**config.mk**
```make
export PLATFORM = sky130hd
export DESIGN_NAME = param_ring_counter
export DESIGN_NICKNAME = d
export VERILOG_FILES = /design/src/rtl/param_ring_counter.sv
export SDC_FILE = /design/constraint.sdc
export NUM_CORES = 1
export LEC_CHECK = 0
export ABC_AREA = 1
export BUFFER_PORTS_ARGS = -buffer_cell sky130_fd_sc_hd__buf_2
export CAP_MARGIN = 20
export CORE_AREA = 2 2 39 41
export DETAILED_ROUTE_END_ITERATION = 10
export DIE_AREA = 0 0 41 43
export REMOVE_ABC_BUFFERS = 1
export SLEW_MARGIN = 20
export SYNTH_ARGS = -nofsm -noshare
export SYNTH_HDL_FRONTEND = slang
export SYNTH_SLANG_ARGS = --single-unit
```
**constraint.sdc**
```tcl
create_clock -name clk -period 1.6 [get_ports clk]
set_clock_uncertainty 0.05 [all_clocks]
set_input_delay 0.48 -clock clk [delete_from_list [all_inputs] [get_ports clk]]
set_output_delay 0.48 -clock clk [all_outputs]
set_load 0.05 [all_outputs]
```
**src/rtl/param_ring_counter.sv**
```systemverilog
// rtl/param_ring_counter.sv - parametrised one-hot ring / Johnson counter with wrap pulse
// Optional feature macro: RING_SELF_CORRECT_EN (re-home illegal states on an enabled cycle)
module param_ring_counter #(
   parameter int               WIDTH = 4,
   parameter logic [WIDTH-1:0] SEED  = WIDTH'(1)
) (
   input  logic             clk,
   input  logic             rst,
   input  logic             en,
   input  logic             dir,
   input  logic             mode,
   input  logic             load,
   input  logic [WIDTH-1:0] load_val,
   output logic [WIDTH-1:0] q,
   output logic             wrap
);

   logic [WIDTH-1:0] home;
   logic [WIDTH-1:0] shifted;

   always_comb begin
      home    = mode ? '0 : SEED;
      shifted = q;
      case ({mode, dir})
         2'b00:   shifted = {q[WIDTH-2:0], q[WIDTH-1]};
         2'b01:   shifted = {q[0], q[WIDTH-1:1]};
         2'b10:   shifted = {q[WIDTH-2:0], ~q[WIDTH-1]};
         default: shifted = {~q[0], q[WIDTH-1:1]};
      endcase
   end

`ifdef RING_SELF_CORRECT_EN
   // Ring is legal only when one-hot; Johnson only with at most one 0/1 boundary.
   logic illegal;
   int   ones;
   int   edges;

   always_comb begin
      ones  = 0;
      edges = 0;
      for (int i = 0; i < WIDTH; i++) begin
         if (q[i]) ones = ones + 1;
      end
      for (int i = 0; i < WIDTH - 1; i++) begin
         if (q[i] != q[i+1]) edges = edges + 1;
      end
      illegal = mode ? (edges > 1) : (ones != 1);
   end
`endif

   always_ff @(posedge clk) begin
      if (!rst) begin
         q    <= home;
         wrap <= 1'b0;
      end else if (load) begin
         q    <= load_val;
         wrap <= 1'b0;
      end else if (en) begin
`ifdef RING_SELF_CORRECT_EN
         if (illegal) begin
            q    <= home;
            wrap <= 1'b0;
         end else begin
            q    <= shifted;
            wrap <= (shifted == home);
         end
`else
         q    <= shifted;
         wrap <= (shifted == home);
`endif
      end else begin
         wrap <= 1'b0;
      end
   end

endmodule

```
==> run metrics <==
crit path kind=reg -> out; fin crit share=90.2%; CP Buf/Inv Count=1; post-synthesis sequential area ratio=41.8%; remaining global-route overflow=0; diode count=0; post-CTS setup buffer count=0; endpoint type of the worst setup path=output port; Worst Setup Start Kind=register; Avg Inst Size Synth=6.84 um2; CTS root buf=clkbuf_4; clock edge transition at the registers on the reported setup and hold paths=approximately 0.04 ns; # IOs=15; Hold Path Class=in -> reg; fmax=693 MHz; synthesis-stage register bit count=5; required time of the worst setup path=1.07 ns; first-pass iteration count of the detailed router=4; slew of the pin with the lowest slew margin=0.249 ns; Worst-Skew Late Latency=0.24 ns; die area=0.00176 mm2; DRT iter0 DRCs=8; final hold viol count=0; number of library cell types mapped by synthesis=15; H-tree depth=1; Initial Utilization=between 20% and 30%; CTS hold repair buffers=0; routability cong.=about 0.73; leading area contributor after synthesis=edfxtp_1; post-synth top area share=35.8%; post-synth design cell area=between 300 and 400 um2; share of synthesized registers carrying an async set or reset=0%; P per Cell Area=926 mW/mm2; Max transition margin=83.5%; unrepaired setup endpoints after global routing=no; Area Overhead vs Synth=34.7%; Final ANT Viol Nets=0; Post-synth EDFFs=4; routed wire length=721 um; min Tclk post-route=1.44 ns; fin area=between 400 and 500 um2; number of max-cap violations=0; largest net degree at the start of global routing=10; Top delay family on crit path=flip-flops; top-count cell post-synth=nand2_1; cts repair resizes=0; Synth Warn #=0; Leak Pwr=~0.25 nW; I/O Buffers=14; ratio of cells with drive above 1 in the final layout=28.4%; DRC Markers=0; Slew Limit Fails=0; post-placement cell area=approximately 430 um2; r2r setup slk=0.41 ns; max incr delay on CP=about 0.4 ns; CTS tree=done; setup violators final=0; fillers=158; initial antenna violation count=0; Primary FF master, synth=edfxtp_1; Tot GR Track Use=9.18%; Inserted Clock Buffers=3; arrival time worst endpoint=slightly above 0.9 ns; Finished Core Util=32.6%; CP cell instances=buf_2; Synth area leaders=edfxtp_1 36%, nand2_1 25%, dfxtp_1 6.0%; routed via count=365; CP max-delay cell=edfxtp_1; clock buffer depth=2; row count=14; die width=between 40 and 50 um; vias in the first global route=roughly 270; Final nets=78; CTS sink cnt=5; Die Span Y=43 um; sum of negative setup slack=0 ns; detailed placement HPWL=584 um; first-pass GRT wire length=just over 1000 um; most instantiated cells after synthesis=22 x nand2_1, 5 x inv_1, 4 x edfxtp_1, 4 x nor2_1, 3 x nand3_1; via/cell ratio=4.40; Post-Synthesis Cells=49; status=finished clean; Critical Path Fanout Max=4; routed len/inst=8.69 um; VDD IR-drop max=0.000306 V; Core ar.=around 0.0014 mm2
-- per-layer routing --
metal / share of wire, % / track usage [%]
met1: 46 / 11.1
met2: 40 / 11.3
met3: 13 / 4.71
met4: 1.5 / 8.00
met5: 0 / 0
-- flip-flops by register name, indices dropped and copies added (netlist names) --
name and cells:
q 4, wrap 1
-- report_power, final --
| part | total (mW) | leakage, nW | switching (mW) | internal, mW |
|---|---|---|---|---|
| registers | 0.162 | 0.0521 | 0.00827 | 0.154 |
| logic | 0.111 | 0.180 | 0.0773 | 0.0338 |
| clock network | 0.145 | 0.0150 | 0.0507 | 0.0942 |
-- area by class of cell --
type	count	area, um2	area share, %
Inverter	7	26.3	5.82
Sequential cell	5	140	31.0
Multi-Input combinational cell	37	169	37.4
Tap cell	16	20.0	4.43
Clock buffer	4	26.3	5.82
Timing Repair Buffer	14	70.1	15.5
-- cell usage in the layout, fill, tap and decap left out --
| cell type | count |
|---|---|
| nand2_1 | 22 |
| buf_2 | 14 |
| inv_1 | 5 |
| nor2_1 | 4 |
| edfxtp_1 | 4 |
| nand3_1 | 3 |
| clkbuf_4 | 3 |
| or2_1 | 2 |
| inv_2 | 1 |
| clkinv_1 | 1 |
| o211a_1 | 1 |
| nand3b_1 | 1 |
| a21oi_2 | 1 |
| o21ai_0 | 1 |
| a21oi_1 | 1 |
| o211ai_1 | 1 |
| clkbuf_1 | 1 |
| dfxtp_1 | 1 |
-- path summary, 6_finish.rpt --
| check | end | from | cells past startpoint |
|---|---|---|---|
| max | q[0] | q[0] | 1 |
| min | wrap | mode | 3 |
| max reg2reg | q[0] | q[1] | 5 |
| min reg2reg | wrap | q[2] | 4 |
-- stage by stage --
step                hold slack, ns  total power [mW]  instances  setup WS (ns)
floorplan                    0.579             0.243         49          0.183
global placement             0.640             0.275         79          0.173
detailed placement           0.641             0.276         79          0.174
CTS                          0.465             0.427         83          0.135
global route                 0.484             0.446         83          0.115
finish                       0.475             0.418         83          0.156
-- worst register-to-register path, delay by kind of cell (launching register included) --
family           cells  cell delay, ns
DFF                  1            0.39
and+or+nand+nor      5            0.50
-- cell families (layout without fill, tap and decap cells) --
logic type	after synthesis	count (layout)	share of synthesized area, %
compound gates	5	5	10.8
buf+inv	7	25	7.83
flops	5	5	41.8
simple gates	32	32	39.6
(Power assumes the default switching activity.)
